--- src/rtl/id_ex_fwd_reg_if.sv ---
// ID/EX boundary bundle: ID-stage fields in, registered EX fields and
// hazard/forwarding controls out. The slave side is the pipeline register.
interface id_ex_fwd_reg_if #(
  parameter int XLEN = 32
);
  logic            i_id_valid;
  logic [4:0]      i_id_rs1_addr;
  logic [4:0]      i_id_rs2_addr;
  logic [4:0]      i_id_rd_addr;
  logic [XLEN-1:0] i_id_rs1_data;
  logic [XLEN-1:0] i_id_rs2_data;
  logic [XLEN-1:0] i_id_imm;
  logic [XLEN-1:0] i_id_pc;
  logic            i_id_rd_wren;
  logic            i_id_is_load;
  logic            i_flush;
  logic [4:0]      i_exmem_rd_addr;
  logic [4:0]      i_memwb_rd_addr;
  logic            i_exmem_rd_wren;
  logic            i_memwb_rd_wren;

  logic            o_ex_valid;
  logic            o_ex_rd_wren;
  logic            o_ex_is_load;
  logic [4:0]      o_ex_rs1_addr;
  logic [4:0]      o_ex_rs2_addr;
  logic [4:0]      o_ex_rd_addr;
  logic [XLEN-1:0] o_ex_rs1_data;
  logic [XLEN-1:0] o_ex_rs2_data;
  logic [XLEN-1:0] o_ex_imm;
  logic [XLEN-1:0] o_ex_pc;
  logic [1:0]      o_fwd_a_sel;
  logic [1:0]      o_fwd_b_sel;
  logic            o_stall;

  modport slave (
    input  i_id_valid, i_id_rs1_addr, i_id_rs2_addr, i_id_rd_addr,
           i_id_rs1_data, i_id_rs2_data, i_id_imm, i_id_pc,
           i_id_rd_wren, i_id_is_load, i_flush,
           i_exmem_rd_addr, i_memwb_rd_addr, i_exmem_rd_wren, i_memwb_rd_wren,
    output o_ex_valid, o_ex_rd_wren, o_ex_is_load,
           o_ex_rs1_addr, o_ex_rs2_addr, o_ex_rd_addr,
           o_ex_rs1_data, o_ex_rs2_data, o_ex_imm, o_ex_pc,
           o_fwd_a_sel, o_fwd_b_sel, o_stall
  );

  modport master (
    output i_id_valid, i_id_rs1_addr, i_id_rs2_addr, i_id_rd_addr,
           i_id_rs1_data, i_id_rs2_data, i_id_imm, i_id_pc,
           i_id_rd_wren, i_id_is_load, i_flush,
           i_exmem_rd_addr, i_memwb_rd_addr, i_exmem_rd_wren, i_memwb_rd_wren,
    input  o_ex_valid, o_ex_rd_wren, o_ex_is_load,
           o_ex_rs1_addr, o_ex_rs2_addr, o_ex_rd_addr,
           o_ex_rs1_data, o_ex_rs2_data, o_ex_imm, o_ex_pc,
           o_fwd_a_sel, o_fwd_b_sel, o_stall
  );
endinterface

--- src/rtl/id_ex_fwd_reg.sv ---
// ID/EX pipeline register with load-use stall detection and EX operand
// forwarding selects. A stall only injects a bubble here; the ID stage
// re-presents the same instruction, which is captured on the next edge.
module id_ex_fwd_reg #(
  parameter int XLEN = 32
) (
  input logic           i_clk,
  input logic           i_reset,
  id_ex_fwd_reg_if.slave bus
);

  logic            ex_valid_q, ex_valid_d;
  logic            ex_rd_wren_q, ex_rd_wren_d;
  logic            ex_is_load_q, ex_is_load_d;
  logic [4:0]      ex_rs1_addr_q, ex_rs1_addr_d;
  logic [4:0]      ex_rs2_addr_q, ex_rs2_addr_d;
  logic [4:0]      ex_rd_addr_q, ex_rd_addr_d;
  logic [XLEN-1:0] ex_rs1_data_q, ex_rs1_data_d;
  logic [XLEN-1:0] ex_rs2_data_q, ex_rs2_data_d;
  logic [XLEN-1:0] ex_imm_q, ex_imm_d;
  logic [XLEN-1:0] ex_pc_q, ex_pc_d;

  logic       stall;
  logic [1:0] fwd_a_sel;
  logic [1:0] fwd_b_sel;

  // EX/MEM is the younger producer, so it is checked first; x0 never forwards.
  function automatic logic [1:0] fwd_sel(
    input logic       ex_valid,
    input logic [4:0] rs,
    input logic       exmem_wren,
    input logic [4:0] exmem_rd,
    input logic       memwb_wren,
    input logic [4:0] memwb_rd
  );
    logic [1:0] sel;
    sel = 2'b00;
    if (ex_valid) begin
      if (exmem_wren && (exmem_rd != 5'd0) && (exmem_rd == rs)) begin
        sel = 2'b01;
      end else if (memwb_wren && (memwb_rd != 5'd0) && (memwb_rd == rs)) begin
        sel = 2'b10;
      end
    end
    return sel;
  endfunction

  // Load-use hazard: the EX load's result is not ready for the ID consumer.
  // A flush kills the consumer, so no stall is needed in that case.
  always_comb begin
    stall = ex_valid_q && ex_is_load_q && (ex_rd_addr_q != 5'd0) &&
            bus.i_id_valid &&
            ((ex_rd_addr_q == bus.i_id_rs1_addr) ||
             (ex_rd_addr_q == bus.i_id_rs2_addr)) &&
            !bus.i_flush;
  end

  // Forwarding selects for the two EX operand muxes.
  always_comb begin
    fwd_a_sel = fwd_sel(ex_valid_q, ex_rs1_addr_q,
                        bus.i_exmem_rd_wren, bus.i_exmem_rd_addr,
                        bus.i_memwb_rd_wren, bus.i_memwb_rd_addr);
    fwd_b_sel = fwd_sel(ex_valid_q, ex_rs2_addr_q,
                        bus.i_exmem_rd_wren, bus.i_exmem_rd_addr,
                        bus.i_memwb_rd_wren, bus.i_memwb_rd_addr);
  end

  // Next EX contents: normal capture, or a fully zeroed bubble on flush/stall.
  always_comb begin
    ex_valid_d    = bus.i_id_valid;
    ex_rd_wren_d  = bus.i_id_valid & bus.i_id_rd_wren;
    ex_is_load_d  = bus.i_id_valid & bus.i_id_is_load;
    ex_rs1_addr_d = bus.i_id_rs1_addr;
    ex_rs2_addr_d = bus.i_id_rs2_addr;
    ex_rd_addr_d  = bus.i_id_rd_addr;
    ex_rs1_data_d = bus.i_id_rs1_data;
    ex_rs2_data_d = bus.i_id_rs2_data;
    ex_imm_d      = bus.i_id_imm;
    ex_pc_d       = bus.i_id_pc;
    if (bus.i_flush || stall) begin
      ex_valid_d    = 1'b0;
      ex_rd_wren_d  = 1'b0;
      ex_is_load_d  = 1'b0;
      ex_rs1_addr_d = 5'd0;
      ex_rs2_addr_d = 5'd0;
      ex_rd_addr_d  = 5'd0;
      ex_rs1_data_d = '0;
      ex_rs2_data_d = '0;
      ex_imm_d      = '0;
      ex_pc_d       = '0;
    end
  end

  // EX register; reset wins over flush and stall, discarding any pending bubble.
  always_ff @(posedge i_clk) begin
    if (i_reset) begin
      ex_valid_q    <= 1'b0;
      ex_rd_wren_q  <= 1'b0;
      ex_is_load_q  <= 1'b0;
      ex_rs1_addr_q <= 5'd0;
      ex_rs2_addr_q <= 5'd0;
      ex_rd_addr_q  <= 5'd0;
      ex_rs1_data_q <= '0;
      ex_rs2_data_q <= '0;
      ex_imm_q      <= '0;
      ex_pc_q       <= '0;
    end else begin
      ex_valid_q    <= ex_valid_d;
      ex_rd_wren_q  <= ex_rd_wren_d;
      ex_is_load_q  <= ex_is_load_d;
      ex_rs1_addr_q <= ex_rs1_addr_d;
      ex_rs2_addr_q <= ex_rs2_addr_d;
      ex_rd_addr_q  <= ex_rd_addr_d;
      ex_rs1_data_q <= ex_rs1_data_d;
      ex_rs2_data_q <= ex_rs2_data_d;
      ex_imm_q      <= ex_imm_d;
      ex_pc_q       <= ex_pc_d;
    end
  end

  assign bus.o_ex_valid    = ex_valid_q;
  assign bus.o_ex_rd_wren  = ex_rd_wren_q;
  assign bus.o_ex_is_load  = ex_is_load_q;
  assign bus.o_ex_rs1_addr = ex_rs1_addr_q;
  assign bus.o_ex_rs2_addr = ex_rs2_addr_q;
  assign bus.o_ex_rd_addr  = ex_rd_addr_q;
  assign bus.o_ex_rs1_data = ex_rs1_data_q;
  assign bus.o_ex_rs2_data = ex_rs2_data_q;
  assign bus.o_ex_imm      = ex_imm_q;
  assign bus.o_ex_pc       = ex_pc_q;
  assign bus.o_fwd_a_sel   = fwd_a_sel;
  assign bus.o_fwd_b_sel   = fwd_b_sel;
  assign bus.o_stall       = stall;

endmodule

--- src/flat_wrapper.sv ---
// flat-port wrapper written by rule: the top's interface ports become plain ports
module id_ex_fwd_reg_flat 
#(
  parameter int XLEN = 32
)
  (i_clk, i_reset, bus_i_id_valid, bus_i_id_rs1_addr, bus_i_id_rs2_addr, bus_i_id_rd_addr, bus_i_id_rs1_data, bus_i_id_rs2_data, bus_i_id_imm, bus_i_id_pc, bus_i_id_rd_wren, bus_i_id_is_load, bus_i_flush, bus_i_exmem_rd_addr, bus_i_memwb_rd_addr, bus_i_exmem_rd_wren, bus_i_memwb_rd_wren, bus_o_ex_valid, bus_o_ex_rd_wren, bus_o_ex_is_load, bus_o_ex_rs1_addr, bus_o_ex_rs2_addr, bus_o_ex_rd_addr, bus_o_ex_rs1_data, bus_o_ex_rs2_data, bus_o_ex_imm, bus_o_ex_pc, bus_o_fwd_a_sel, bus_o_fwd_b_sel, bus_o_stall);
  id_ex_fwd_reg_if #(.XLEN(XLEN)) bus_i ();
  input logic i_clk;
  input logic i_reset;
  input wire logic [$bits(bus_i.i_id_valid)-1:0] bus_i_id_valid;
  input wire logic [$bits(bus_i.i_id_rs1_addr)-1:0] bus_i_id_rs1_addr;
  input wire logic [$bits(bus_i.i_id_rs2_addr)-1:0] bus_i_id_rs2_addr;
  input wire logic [$bits(bus_i.i_id_rd_addr)-1:0] bus_i_id_rd_addr;
  input wire logic [$bits(bus_i.i_id_rs1_data)-1:0] bus_i_id_rs1_data;
  input wire logic [$bits(bus_i.i_id_rs2_data)-1:0] bus_i_id_rs2_data;
  input wire logic [$bits(bus_i.i_id_imm)-1:0] bus_i_id_imm;
  input wire logic [$bits(bus_i.i_id_pc)-1:0] bus_i_id_pc;
  input wire logic [$bits(bus_i.i_id_rd_wren)-1:0] bus_i_id_rd_wren;
  input wire logic [$bits(bus_i.i_id_is_load)-1:0] bus_i_id_is_load;
  input wire logic [$bits(bus_i.i_flush)-1:0] bus_i_flush;
  input wire logic [$bits(bus_i.i_exmem_rd_addr)-1:0] bus_i_exmem_rd_addr;
  input wire logic [$bits(bus_i.i_memwb_rd_addr)-1:0] bus_i_memwb_rd_addr;
  input wire logic [$bits(bus_i.i_exmem_rd_wren)-1:0] bus_i_exmem_rd_wren;
  input wire logic [$bits(bus_i.i_memwb_rd_wren)-1:0] bus_i_memwb_rd_wren;
  output wire logic [$bits(bus_i.o_ex_valid)-1:0] bus_o_ex_valid;
  output wire logic [$bits(bus_i.o_ex_rd_wren)-1:0] bus_o_ex_rd_wren;
  output wire logic [$bits(bus_i.o_ex_is_load)-1:0] bus_o_ex_is_load;
  output wire logic [$bits(bus_i.o_ex_rs1_addr)-1:0] bus_o_ex_rs1_addr;
  output wire logic [$bits(bus_i.o_ex_rs2_addr)-1:0] bus_o_ex_rs2_addr;
  output wire logic [$bits(bus_i.o_ex_rd_addr)-1:0] bus_o_ex_rd_addr;
  output wire logic [$bits(bus_i.o_ex_rs1_data)-1:0] bus_o_ex_rs1_data;
  output wire logic [$bits(bus_i.o_ex_rs2_data)-1:0] bus_o_ex_rs2_data;
  output wire logic [$bits(bus_i.o_ex_imm)-1:0] bus_o_ex_imm;
  output wire logic [$bits(bus_i.o_ex_pc)-1:0] bus_o_ex_pc;
  output wire logic [$bits(bus_i.o_fwd_a_sel)-1:0] bus_o_fwd_a_sel;
  output wire logic [$bits(bus_i.o_fwd_b_sel)-1:0] bus_o_fwd_b_sel;
  output wire logic [$bits(bus_i.o_stall)-1:0] bus_o_stall;
  assign bus_i.i_id_valid = bus_i_id_valid;
  assign bus_i.i_id_rs1_addr = bus_i_id_rs1_addr;
  assign bus_i.i_id_rs2_addr = bus_i_id_rs2_addr;
  assign bus_i.i_id_rd_addr = bus_i_id_rd_addr;
  assign bus_i.i_id_rs1_data = bus_i_id_rs1_data;
  assign bus_i.i_id_rs2_data = bus_i_id_rs2_data;
  assign bus_i.i_id_imm = bus_i_id_imm;
  assign bus_i.i_id_pc = bus_i_id_pc;
  assign bus_i.i_id_rd_wren = bus_i_id_rd_wren;
  assign bus_i.i_id_is_load = bus_i_id_is_load;
  assign bus_i.i_flush = bus_i_flush;
  assign bus_i.i_exmem_rd_addr = bus_i_exmem_rd_addr;
  assign bus_i.i_memwb_rd_addr = bus_i_memwb_rd_addr;
  assign bus_i.i_exmem_rd_wren = bus_i_exmem_rd_wren;
  assign bus_i.i_memwb_rd_wren = bus_i_memwb_rd_wren;
  assign bus_o_ex_valid = bus_i.o_ex_valid;
  assign bus_o_ex_rd_wren = bus_i.o_ex_rd_wren;
  assign bus_o_ex_is_load = bus_i.o_ex_is_load;
  assign bus_o_ex_rs1_addr = bus_i.o_ex_rs1_addr;
  assign bus_o_ex_rs2_addr = bus_i.o_ex_rs2_addr;
  assign bus_o_ex_rd_addr = bus_i.o_ex_rd_addr;
  assign bus_o_ex_rs1_data = bus_i.o_ex_rs1_data;
  assign bus_o_ex_rs2_data = bus_i.o_ex_rs2_data;
  assign bus_o_ex_imm = bus_i.o_ex_imm;
  assign bus_o_ex_pc = bus_i.o_ex_pc;
  assign bus_o_fwd_a_sel = bus_i.o_fwd_a_sel;
  assign bus_o_fwd_b_sel = bus_i.o_fwd_b_sel;
  assign bus_o_stall = bus_i.o_stall;
  id_ex_fwd_reg #(.XLEN(XLEN)) u_core (.i_clk(i_clk), .i_reset(i_reset), .bus(bus_i));
endmodule
--- config.mk ---
export PLATFORM = sky130hd
export DESIGN_NAME = id_ex_fwd_reg_flat
export DESIGN_NICKNAME = d
export VERILOG_FILES = /design/src/rtl/id_ex_fwd_reg_if.sv /design/src/rtl/id_ex_fwd_reg.sv /design/src/flat_wrapper.sv
export SDC_FILE = /design/constraint.sdc
export NUM_CORES = 1
export LEC_CHECK = 0
export ABC_AREA = 1
export ABC_CLOCK_PERIOD_IN_PS = 2400
export CORE_AREA = 2 2 122 124
export CTS_CLUSTER_DIAMETER = 80
export DETAILED_ROUTE_END_ITERATION = 8
export DIE_AREA = 0 0 124 126
export GPL_ROUTABILITY_DRIVEN = 0
export HOLD_SLACK_MARGIN = 0.08
export PLACE_DENSITY = 0.75
export SLEW_MARGIN = 20
export SYNTH_ARGS = -nofsm -noshare
export SYNTH_HDL_FRONTEND = slang
export SYNTH_SLANG_ARGS = --single-unit
--- constraint.sdc ---
create_clock -name i_clk -period 2.4 [get_ports i_clk]
set_input_delay 0.24 -clock i_clk [delete_from_list [all_inputs] [get_ports i_clk]]
set_output_delay 0.24 -clock i_clk [all_outputs]
set_load 0.005 [all_outputs]
# Word-level counts from Yosys, hierarchy flattened
# Index checks and enable logic that the tools add are counted.
[totals]
reg_bits = 146
input_bits = 161
output_inout_bits = 151
wordCells = 42
[classes]
eq_ne = 6
mux = 6
n_bitwise = 2
n_reduce_logical = 18
[op_table]
columns = ["operator", "count"]
rows = [
  ["5-bit == test", 6],
  ["5-bit nonzero test", 3],
  ["2-bit two-way mux", 6],
  ["1-bit logical AND", 11],
  ["1-bit bitwise AND", 2],
  ["1-bit logical OR", 2],
  ["2-bit OR reduction", 1],
  ["1-bit zero test", 1],
]

# Logic depth before layout (Yosys ltp)
# Gate-level depths: netlist of the first run.
[depth]
ltp_word = 7
mapped_depth = 11
ltp_nobuf = 9

# Least setup slack after synthesis of the first run
# OpenSTA, ideal clock, no wires.
[synth_path]
kind = "reg-to-reg"
start = "register u_core.ex_rd_addr_q[1], in the netlist u_core.bus.o_ex_rd_addr[1]"
end = "register u_core.ex_imm_q[0], in the netlist u_core.bus.o_ex_imm[0]"
setup_time_ps = 110
arrival_ps = 1223
required_time_ps = 2290
setup_slack_ps = 1067
path_stages_with_launch = 12
path_buffers = 2
synth_period_minus_slack_ps = 1333
path_cell_list = "dfxtp_1 -> inv_1 -> nand2_1 -> nand2_1 -> nor2_1 -> nand3_1 -> nand2_1 -> nand2_1 -> nand2_1 -> buf_4 -> clkbuf_8 -> nor2_1"
[synth_between]
elab_chain_len = 7
elab_cells_between_ends = 10
cone_classes = "eq/ne (2); reduce/logical (8)"
[synth_rtl]
columns = ["element", "line_no", "text"]
rows = [
  ["start, declared", "id_ex_fwd_reg.sv:17", "logic [4:0] ex_rd_addr_q, ex_rd_addr_d;"],
  ["start signal, assigned", "id_ex_fwd_reg.sv:113", "ex_rd_addr_q <= ex_rd_addr_d;"],
  ["5-bit nonzero test", "id_ex_fwd_reg.sv:51", "stall = ex_valid_q && ex_is_load_q && (ex_rd_addr_q != 5'd0) &&"],
  ["1-bit logical AND (2 in a row)", "id_ex_fwd_reg.sv:51", ""],
  ["1-bit logical AND (*)", "id_ex_fwd_reg.sv:52", "bus.i_id_valid &&"],
  ["1-bit logical AND (*)", "id_ex_fwd_reg.sv:54", "(ex_rd_addr_q == bus.i_id_rs2_addr)) &&"],
  ["1-bit logical OR (*)", "id_ex_fwd_reg.sv:80", "if (bus.i_flush || stall) begin"],
  ["2-bit OR reduction (no source line) (*)", "--", ""],
  ["end signal, assigned", "id_ex_fwd_reg.sv:116", "ex_imm_q <= ex_imm_d;"],
  ["end, declared", "id_ex_fwd_reg.sv:20", "logic [XLEN-1:0] ex_imm_q, ex_imm_d;"],
]
# Mark *: on every way between the ends. The rest lies on a longest branch, timed or not.
# A chain may end at the register's enable or synchronous reset.

# Final worst setup path of the first run
[layout_path]
start = "register u_core.ex_rs1_addr_q[1], in the netlist u_core.bus.o_ex_rs1_addr[1]"
end = "output port bus_o_fwd_a_sel[1]"
[layout_between]
elab_chain_len = 5
elab_cells_between_ends = 7
cone_classes = "eq/ne (2); mux (3); reduce/logical (2)"
[layout_rtl]
columns = ["element", "line_no", "text"]
rows = [
  ["start, declared", "id_ex_fwd_reg.sv:15", "logic [4:0] ex_rs1_addr_q, ex_rs1_addr_d;"],
  ["start signal, assigned", "id_ex_fwd_reg.sv:111", "ex_rs1_addr_q <= ex_rs1_addr_d;"],
  ["5-bit == test", "id_ex_fwd_reg.sv:41", "end else if (memwb_wren && (memwb_rd != 5'd0) && (memwb_rd == rs)) begin"],
  ["1-bit logical AND", "id_ex_fwd_reg.sv:41", ""],
  ["2-bit two-way mux", "id_ex_fwd_reg.sv:41", ""],
  ["2-bit two-way mux (*)", "id_ex_fwd_reg.sv:39", "if (exmem_wren && (exmem_rd != 5'd0) && (exmem_rd == rs)) begin"],
  ["2-bit two-way mux (*)", "id_ex_fwd_reg.sv:38", "if (ex_valid) begin"],
  ["end, declared", "flat_wrapper.sv:35", "output wire logic [$bits(bus_i.o_fwd_a_sel)-1:0] bus_o_fwd_a_sel;"],
]
# Marks and branches as above.

==> reports/metrics.csv, run 1 <==
stage;metric;value;unit
outcome;outcome;finished clean;
setup_path;Critical Path RT;2.16;ns
setup_path;CP peak stage delay;0.51;ns
setup_path;worst path cell trace;xnor2_1, nand2_1, nor3_1, nand3b_1, nor2_1, clkdlybuf4s50_1;
timing;Fmax achieved;0.468;GHz
placement;HPWL Detailed;10.2;mm
global_route;largest net degree at the start of global routing;49;
floorplanning;Starting Density;32.9;%
clock_network;H-Tree Depth;4;
setup_path;Critical Path Slowest Stage Cell;clkdlybuf4s50_1;
routing;Avg WL per Cell;12.2;µm
timing;Clock Skew;0.00757;ns
setup_path;WS Path Type;reg2out;
timing;fin crit period;2.14;ns
routing;Final ANT Viol Nets;0;
routing;vias;4268;
setup_path;type of element launching the critical path;flop;
synthesis;post-synthesis sequential area ratio;62.0;%
global_route;vias in the first global route;4098;
global_route;first-pass GRT wire length;19.7;mm
placement;placed cells;1040;
flow_run;Max Cap Violations;0;
clock_network;CTS buffer count;17;
pwr;Power per Cell Area;688;nW/µm²
clock_network;hold_buf cts;0;
routing;Vias/cell;3.99;
timing;Final Setup Violations;0;
routing;DRC viols;0;
setup_path;Worst setup EP type;primary output;
final_layout;Util after Layout;59.8;%
timing;worst setup margin;0.264;ns
final_layout;Finished Cell Area;8550;µm²
routing;initial DRC count;135;
timing;actual slew at the worst max-slew pin;0.256;ns
hold_path;HP Class;in2reg;
synthesis;#FFs+latches synth;146;
timing;fin crit share;89.0;%
setup_path;CP top delay family;buffers and inverters;
synthesis;Warnings, synthesis;0;
routing;drt first pass iters;4;
synthesis;Mapped Nets;718;
floorplanning;Row Count;44;
synthesis;Distinct cells, synth;18;
final_layout;# diodes;0;
placement;DP Area;7950;µm²
floorplanning;Horiz. Die Dim;124;µm
setup_path;Buf/Inv on CP;1;
floorplanning;IO Count;312;
setup_path;crit path DAT;1.90;ns
synthesis;Avg Cell Area, Syn;8.47;µm²
final_layout;Non-Filler Instances;1071;
placement;DP Worst Slack;0.201;ns
final_layout;number of nets in the layout;1036;
timing;Hold Violations, Final;0;
synthesis;Gate Count Post-Synth;557;
synthesis;Post-Syn Area;4720;µm²
timing;final slew viol count;0;
placement;port bufs;311;
routing;wirelength, routed;13.1;mm
final_layout;area grow syn2layout;81.4;%
timing;Slew HR;82.9;%
clock_network;clk sinks;146;
clock_network;Clock Pin Slew Worst Setup and Hold Paths;0.06;ns
timing;Sum Neg Setup Slack;0;ns
floorplanning;die area;15600;µm²
pwr;P_leak;0.00405;µW
floorplanning;Die Ht;126;µm
final_layout;fraction of layout cells with a size suffix above 1;4.40;%
clock_network;CTS root buffer;clkbuf_16;
clock_network;CTS Buffer Depth;2;
global_route;Total GRT Usage;16.6;%
timing;unrepaired setup endpoints after global routing;no;
floorplanning;floorplan core area;14300;µm²
pwr;peak supply drop;0.544;mV
global_route;grt total ovfl;0;
global_route;initial antenna violation count;0;
setup_path;critical path peak fanout;3;
clock_network;CTS tree;built;
clock_network;clk_lat worst skew;0.41;ns
-- Yosys cell counts --
master / n / area share (%)
a211oi_1: 1 / 0.16
a21oi_1: 1 / 0.11
buf_4: 1 / 0.16
buf_6: 11 / 2.6
clkbuf_8: 4 / 1.2
dfxtp_1: 146 / 62
inv_1: 159 / 13
nand2_1: 35 / 2.8
nand3_1: 4 / 0.42
nand3b_1: 1 / 0.16
nand4_1: 4 / 0.53
nor2_1: 166 / 13
nor3_1: 1 / 0.11
o21ai_0: 3 / 0.32
o22ai_1: 1 / 0.13
or2_2: 1 / 0.13
xnor2_1: 10 / 1.9
xor2_1: 8 / 1.5
-- final cells by class --
type                            count  area [µm²]
Clock buffer                       19         443
Timing Repair Buffer              315        3180
Tap cell                          184         230
Fill cell                        1248        5760
Sequential cell                   146        2930
Multi-Input combinational cell    236        1020
Clock inverter                     12         158
Inverter                          159         597
-- metal layers --
| layer | routed length, µm | part of all wire (%) | up-vias | global-route usage (%) |
|---|---|---|---|---|
| met5 | 0 | 0 | - | 0 |
| met4 | 434 | 3.3 | 0 | 8.66 |
| met3 | 1900 | 15 | 31 | 9.28 |
| met2 | 6400 | 49 | 236 | 29.2 |
| met1 | 4360 | 33 | 1830 | 15.1 |
| li1 | - | - | 2171 | - |
-- path summary, 6_finish.rpt --
path	start	endpoint	slack [ns]	depth (start not counted)
min	bus_i_id_rd_addr[0]	u_core.bus.o_ex_rd_addr[0]	0.34	3
max reg2reg	u_core.bus.o_ex_rd_addr[3]	u_core.bus.o_ex_imm[24]	0.73	10
max	u_core.bus.o_ex_rs1_addr[1]	bus_o_fwd_a_sel[1]	0.26	6
min reg2reg	u_core.bus.o_ex_is_load	u_core.bus.o_ex_rs1_data[5]	0.90	5
-- cells by family after synthesis --
logic type | share of synthesized area (%)
xor+xnor | 3.34
simple gates | 17.4
buf+inv | 16.6
flops | 62.0
compound gates | 0.716
-- where the power goes --
| group | internal (µW) | leakage [µW] | switching [µW] |
|---|---|---|---|
| Sequential | 2520 | 0.00120 | 36.5 |
| Clock | 1660 | 0.000286 | 988 |
| Combinational | 456 | 0.00257 | 219 |
| Total | 4640 | 0.00405 | 1240 |
-- registers in the layout (all words and copies together) (netlist names), 5 cells and up --
signal,cells
u_core.bus.o_ex_imm,32
u_core.bus.o_ex_pc,32
u_core.bus.o_ex_rs1_data,32
u_core.bus.o_ex_rd_addr,5
u_core.bus.o_ex_rs1_addr,5
u_core.bus.o_ex_rs2_addr,5
u_core.bus.o_ex_rs2_data,32
-- tightest hold or removal path, cell delays in order --
cell and delay [ns]:
clkdlybuf4s50_1 0.39, inv_1 0.05, nor2_1 0.03
-- metrics by stage --
step / power, µW / hold slack [ns]
after floorplan: 2800 / 0.352
after global placement: 3280 / 0.764
after detailed placement: 3290 / 0.766
after CTS: 5970 / 0.323
after global routing: 6130 / 0.327
final: 5880 / 0.343
-- layout by cell type, fill, tap and decap left out --
cell type	instances
clkdlybuf4s50_1	310
nor2_1	166
inv_1	159
dfxtp_1	143
nand2_1	34
clkbuf_16	17
xnor2_1	10
xor2_1	8
nand3_1	4
nand4_1	4
o21ai_0	3
clkinvlp_4	3
bufinv_16	3
buf_12	3
dfxtp_2	3
clkinv_2	2
clkinv_4	2
inv_6	2
o22ai_1	1
a211oi_1	1
or2_2	1
nor3_1	1
a21oi_1	1
nand3b_1	1
nand2_4	1
clkbuf_1	1
clkbuf_8	1
dlymetal6s2s_1	1
buf_4	1
-- what timing repair did --
item,CTS,global route
setup buffers,0,0
setup endpoints to repair,0,1
gates resized for setup,0,4
Power figures use the tool's default switching activity.
==> run 2, diff against run 1 <==
--- a/config.mk
+++ b/config.mk
@@ -8,7 +8,6 @@
 export ABC_AREA = 1
 export ABC_CLOCK_PERIOD_IN_PS = 2400
 export CORE_AREA = 2 2 122 124
-export CTS_CLUSTER_DIAMETER = 80
 export DETAILED_ROUTE_END_ITERATION = 8
 export DIE_AREA = 0 0 124 126
 export GPL_ROUTABILITY_DRIVEN = 0
==> constraint.sdc (replaced) <==
create_clock -name i_clk -period 2.4 [get_ports i_clk]
set_input_delay 0.24 -clock i_clk [delete_from_list [all_inputs] [get_ports i_clk]]
set_output_delay 0.24 -clock i_clk [all_outputs]
set_load 0.01 [all_outputs]
==> run 2 against run 1 <==
Net effect:
- hold slack got worse by 0.0091 ns
- count of clock-buffer cells in the layout is 5 higher
- final area down 0.10%
- die area did not move
- maximum frequency decreased by 1.3%
- core utilization down 0.061 points
- clock power hardly changed
- first-iteration DRC count decreased by 13%
- via count shrank 0.12%
- sequential power hardly changed
- critical endpoint unchanged
==> reports/metrics.csv, run 2 (synthesized netlist as in run 1, its figures left out) <==
stage;metric;value;unit
global_route;first-pass GRT wire length;20.2;mm
clock_network;clk sinks;146;
clock_network;Clock Pin Slew Worst Setup and Hold Paths;0.06;ns
final_layout;area grow syn2layout;81.2;%
hold_path;HP Class;in2reg;
clock_network;setup bufs post-CTS;0;
routing;drt first pass iters;4;
final_layout;most common cell after layout, fill and taps aside;clkdlybuf4s50_1;
timing;Hold Violations, Final;0;
placement;port bufs;311;
clock_network;CTS Buffer Depth;2;
outcome;outcome;finished clean;
timing;Fmax achieved;0.462;GHz
pwr;Power per Cell Area;691;nW/µm²
routing;vias;4263;
final_layout;number of fill cells;1258;
routing;wirelength, routed;13.2;mm
timing;fin crit period;2.16;ns
setup_path;Worst setup EP type;primary output;
flow_run;Max Cap Violations;0;
global_route;initial antenna violation count;0;
routing;Final ANT Viol Nets;0;
global_route;Total GRT Usage;17.2;%
routing;DRC viols;0;
timing;hold slack final;0.334;ns
final_layout;area of the multi-input gates;1020;µm²
floorplanning;Die Ht;126;µm
floorplanning;floorplan core area;14300;µm²
clock_network;CTS tree;built;
floorplanning;die area;15600;µm²
setup_path;crit path DAT;1.92;ns
routing;initial DRC count;118;
timing;Slew HR;82.8;%
placement;HPWL Detailed;10.3;mm
placement;DP Worst Slack;0.150;ns
global_route;grt total ovfl;0;
clock_network;CTS root buffer;clkbuf_16;
clock_network;H-Tree Depth;4;
final_layout;number of nets in the layout;1036;
pwr;P_leak;0.00404;µW
final_layout;register area;2920;µm²
timing;actual slew at the worst max-slew pin;0.255;ns
pwr;Power, Total;5910;µW
routing;Avg WL per Cell;12.3;µm
timing;unrepaired setup endpoints after global routing;no;
clock_network;clk_lat worst skew;0.42;ns
final_layout;commonest cells after routing, fill and taps aside;clkdlybuf4s50_1, nor2_1, inv_1, dfxtp_1, nand2_1;
setup_path;reg-to-reg startpoint;u_core.bus.o_ex_rd_addr[4];
timing;Sum Neg Setup Slack;0;ns
setup_path;Critical Path RT;2.16;ns
final_layout;# diodes;0;
final_layout;fraction of layout cells with a size suffix above 1;3.95;%
pwr;peak supply drop;0.409;mV
global_route;largest net degree at the start of global routing;54;
floorplanning;Horiz. Die Dim;124;µm
global_route;vias in the first global route;4260;
final_layout;Util after Layout;59.7;%
setup_path;WS Path Type;in2out;
hold_path;Worst Hold Launch;bus_i_id_pc[12];
setup_path;Worst setup startpoint;bus_i_exmem_rd_addr[4];
timing;Final Setup Violations;0;
timing;Clock Skew;0.0156;ns
setup_path;type of element launching the critical path;input port;
floorplanning;Starting Density;32.9;%
floorplanning;Row Count;44;
timing;worst setup margin;0.237;ns
timing;final slew viol count;0;
setup_path;critical path peak fanout;3;
routing;Vias/cell;3.98;
clock_network;CTS buffer count;17;
timing;fin crit share;90.1;%
floorplanning;IO Count;312;
## run 2: worst max-delay path: stages
cell             delay, ns
clkdlybuf4s50_1       0.48
nor2_1                0.13
nand2_1               0.05
o21ai_0               0.13
inv_1                 0.07
nand3_1               0.10
inv_1                 0.04
nor2_1                0.12
clkdlybuf4s50_1       0.55
## run 2: final timing paths
path | endpoint | slack, ns | cells past startpoint
max | bus_o_fwd_a_sel[1] | 0.24 | 9
min | u_core.bus.o_ex_pc[12] | 0.33 | 3
max reg2reg | u_core.bus.o_ex_pc[23] | 0.66 | 10
min reg2reg | u_core.bus.o_ex_rs1_data[12] | 0.89 | 5
## run 2: layout make-up
| type | count | share of cell area, % |
|---|---|---|
| Timing Repair Buffer | 315 | 37.2 |
| Sequential cell | 146 | 34.2 |
| Multi-Input combinational cell | 236 | 11.9 |
| Inverter | 159 | 6.98 |
| Clock buffer | 24 | 5.87 |
| Tap cell | 184 | 2.69 |
| Clock inverter | 7 | 1.14 |
## run 2: timing repair
item                       CTS  global route
hold buffers                 0             0
hold endpoints to repair     0             0
resized for setup            1             0
setup endpoints to repair    1             0
## run 2: where the power goes
group          internal (µW)  total, µW  leakage, µW  switching, µW
combinational            457        714      0.00255            257
clock                   1670       2640     0.000289            969
sequential              2520       2560      0.00120           36.2
total                   4650       5910      0.00404           1260
## run 2: metal layers
metal | wire length (µm) | global-route usage [%]
met1 | 4490 | 15.6
met3 | 1800 | 9.51
met4 | 387 | 8.33
met5 | 0 | 0
met2 | 6520 | 30.4
## run 2: stage by stage
| stage | instance area, µm² | cells |
|---|---|---|
| finish | 8550 | 1071 |
| floorplan | 4720 | 557 |
| CTS | 8550 | 1071 |
| global route | 8550 | 1071 |
| detailed placement | 7950 | 1040 |
| global placement | 7950 | 1040 |
==> run 3, diff against run 2 <==
--- a/config.mk
+++ b/config.mk
@@ -6,13 +6,13 @@
 export NUM_CORES = 1
 export LEC_CHECK = 0
 export ABC_AREA = 1
-export ABC_CLOCK_PERIOD_IN_PS = 2400
-export CORE_AREA = 2 2 122 124
+export ABC_CLOCK_PERIOD_IN_PS = 2100
+export CORE_AREA = 2 2 121 123
 export DETAILED_ROUTE_END_ITERATION = 8
-export DIE_AREA = 0 0 124 126
+export DIE_AREA = 0 0 123 125
 export GPL_ROUTABILITY_DRIVEN = 0
-export HOLD_SLACK_MARGIN = 0.08
-export PLACE_DENSITY = 0.75
+export HOLD_SLACK_MARGIN = 0.03
+export PLACE_DENSITY = 0.87
 export SLEW_MARGIN = 20
 export SYNTH_ARGS = -nofsm -noshare
 export SYNTH_HDL_FRONTEND = slang
==> constraint.sdc (replaced) <==
create_clock -name i_clk -period 2.1 [get_ports i_clk]
set_input_delay 0.21 -clock i_clk [delete_from_list [all_inputs] [get_ports i_clk]]
set_output_delay 0.21 -clock i_clk [all_outputs]
set_load 0.01 [all_outputs]
==> run 3 against run 2 <==
Net effect:
- register-to-register slack got worse by 0.18 ns
- global-route usage shrank 0.53 points
- wire length decreased by 1.4%
- critical endpoint is now bus_o_stall
- largest power group unchanged
- highest routed layer unchanged
==> reports/metrics.csv, run 3 (synthesized netlist as in run 1, its figures left out) <==
stage;metric;value;unit
floorplanning;Row Count;44;
clock_network;CTS root buffer;clkbuf_16;
setup_path;critical path peak fanout;5;
timing;unrepaired setup endpoints after global routing;no;
setup_path;type of element launching the critical path;flop;
floorplanning;die area;15400;µm²
global_route;first-pass GRT wire length;19.5;mm
setup_path;crit path DAT;1.66;ns
final_layout;commonest cells after routing, fill and taps aside;clkdlybuf4s50_1, nor2_1, inv_1, dfxtp_1, nand2_1;
floorplanning;Die Ht;125;µm
pwr;P_leak;0.00410;µW
setup_path;Critical Path RT;1.89;ns
clock_network;clk sinks;146;
timing;Fmax achieved;0.535;GHz
clock_network;H-Tree Depth;4;
routing;Final ANT Viol Nets;0;
clock_network;Clock Pin Slew Worst Setup and Hold Paths;0.06;ns
final_layout;most common cell after layout, fill and taps aside;clkdlybuf4s50_1;
final_layout;area grow syn2layout;81.2;%
hold_path;Min-Delay Path Depth;3;
pwr;peak supply drop;0.530;mV
clock_network;CTS Buffer Depth;2;
global_route;vias in the first global route;4147;
final_layout;# diodes;0;
global_route;initial antenna violation count;0;
clock_network;setup bufs post-CTS;0;
timing;actual slew at the worst max-slew pin;0.293;ns
routing;wirelength, routed;13.0;mm
timing;Hold Violations, Final;0;
global_route;largest net degree at the start of global routing;63;
placement;DP Area;7940;µm²
pwr;Power per Cell Area;793;nW/µm²
placement;HPWL Detailed;10.3;mm
timing;fin crit period;1.87;ns
floorplanning;floorplan core area;14200;µm²
timing;Sum Neg Setup Slack;0;ns
timing;Slew HR;80.4;%
routing;Vias/cell;4.00;
routing;initial DRC count;82;
setup_path;reg-to-reg startpoint;u_core.bus.o_ex_rd_addr[1];
setup_path;Critical Path End;bus_o_stall;
floorplanning;IO Count;312;
outcome;outcome;finished clean;
routing;DRC viols;0;
setup_path;Worst setup EP type;primary output;
setup_path;worst r2r dst;u_core.bus.o_ex_pc[3];
setup_path;WS Path Type;reg2out;
clock_network;hold_buf cts;0;
final_layout;Finished Cell Area;8550;µm²
floorplanning;Horiz. Die Dim;123;µm
final_layout;fraction of layout cells with a size suffix above 1;5.19;%
clock_network;CTS tree;built;
timing;final slew viol count;0;
final_layout;number of fill cells;1186;
hold_path;HP Class;in2reg;
hold_path;Worst Hold Launch;bus_i_id_rd_addr[0];
setup_path;reg2reg setup slack;0.48;ns
routing;Avg WL per Cell;12.1;µm
timing;fin crit share;89.0;%
flow_run;Max Cap Violations;0;
clock_network;clk_lat worst skew;0.41;ns
global_route;grt total ovfl;0;
setup_path;Worst Reg-to-Reg Cells;10;
routing;vias;4282;
setup_path;Worst setup startpoint;u_core.bus.o_ex_rd_addr[1];
final_layout;number of nets in the layout;1036;
routing;drt first pass iters;6;
timing;Clock Skew;0.00767;ns
placement;port bufs;311;
floorplanning;Starting Density;33.2;%
clock_network;CTS buffer count;17;
global_route;Total GRT Usage;16.6;%
timing;Final Setup Violations;0;
-- run 3: layer usage --
metal,vias up,GRT usage [%],share of wire [%]
met2,220,29.8,51
met4,0,7.15,2.2
met5,-,0,0
li1,2172,-,-
met1,1867,15.2,35
met3,23,9.17,12
-- run 3: power breakdown --
group | switching, µW | internal, µW
registers | 42.4 | 2880
clock network | 1140 | 1900
logic | 295 | 520
-- run 3: cell type report --
| class | instances | area (µm²) | share of cell area (%) |
|---|---|---|---|
| multi-input combinational | 236 | 1020 | 11.9 |
| tap | 184 | 230 | 2.69 |
| sequential | 146 | 2930 | 34.3 |
| clock inverter | 12 | 156 | 1.83 |
| timing repair buffer | 315 | 3170 | 37.1 |
| inverter | 159 | 597 | 6.98 |
| clock buffer | 19 | 443 | 5.18 |
-- run 3: what timing repair did --
item	in CTS	in global routing
pin swaps	0	0
cloned	0	0
gates resized for setup	6	10
hold endpoints to repair	0	0
endpoints found under the setup margin	2	4
-- run 3: how the worst min path moves through the flow --
stage                                         to  slack [ns]
floorplan                 u_core.bus.o_ex_imm[0]        0.32
global placement    u_core.bus.o_ex_rs2_data[31]        0.73
detailed placement        u_core.bus.o_ex_pc[10]        0.74
CTS                       u_core.bus.o_ex_pc[10]        0.29
global route             u_core.bus.o_ex_imm[24]        0.30
finish                u_core.bus.o_ex_rd_addr[0]        0.32
-- run 3: through the flow --
stage | hold WS, ns | instances | setup slack [ns] | utilization, % | power [µW]
after floorplan | 0.322 | 557 | 0.724 | - | 3250
after global routing | 0.300 | 1071 | 0.0796 | 60.2 | 7060
after global placement | 0.732 | 1040 | -0.0278 | 55.9 | 3780
after CTS | 0.294 | 1071 | 0.0215 | 60.1 | 6870
final | 0.316 | 1071 | 0.232 | 60.2 | 6780
after detailed placement | 0.736 | 1040 | -0.0853 | 55.9 | 3810
-- run 3: critical path, cell delays in order, from the launching register on --
cell	delay (ns)
dfxtp_2	0.37
inv_1	0.07
nand2_1	0.05
nand2_1	0.05
nor2_1	0.12
nand3_1	0.09
nand2_1	0.11
nand2_1	0.12
nor2_1	0.12
clkbuf_2	0.15
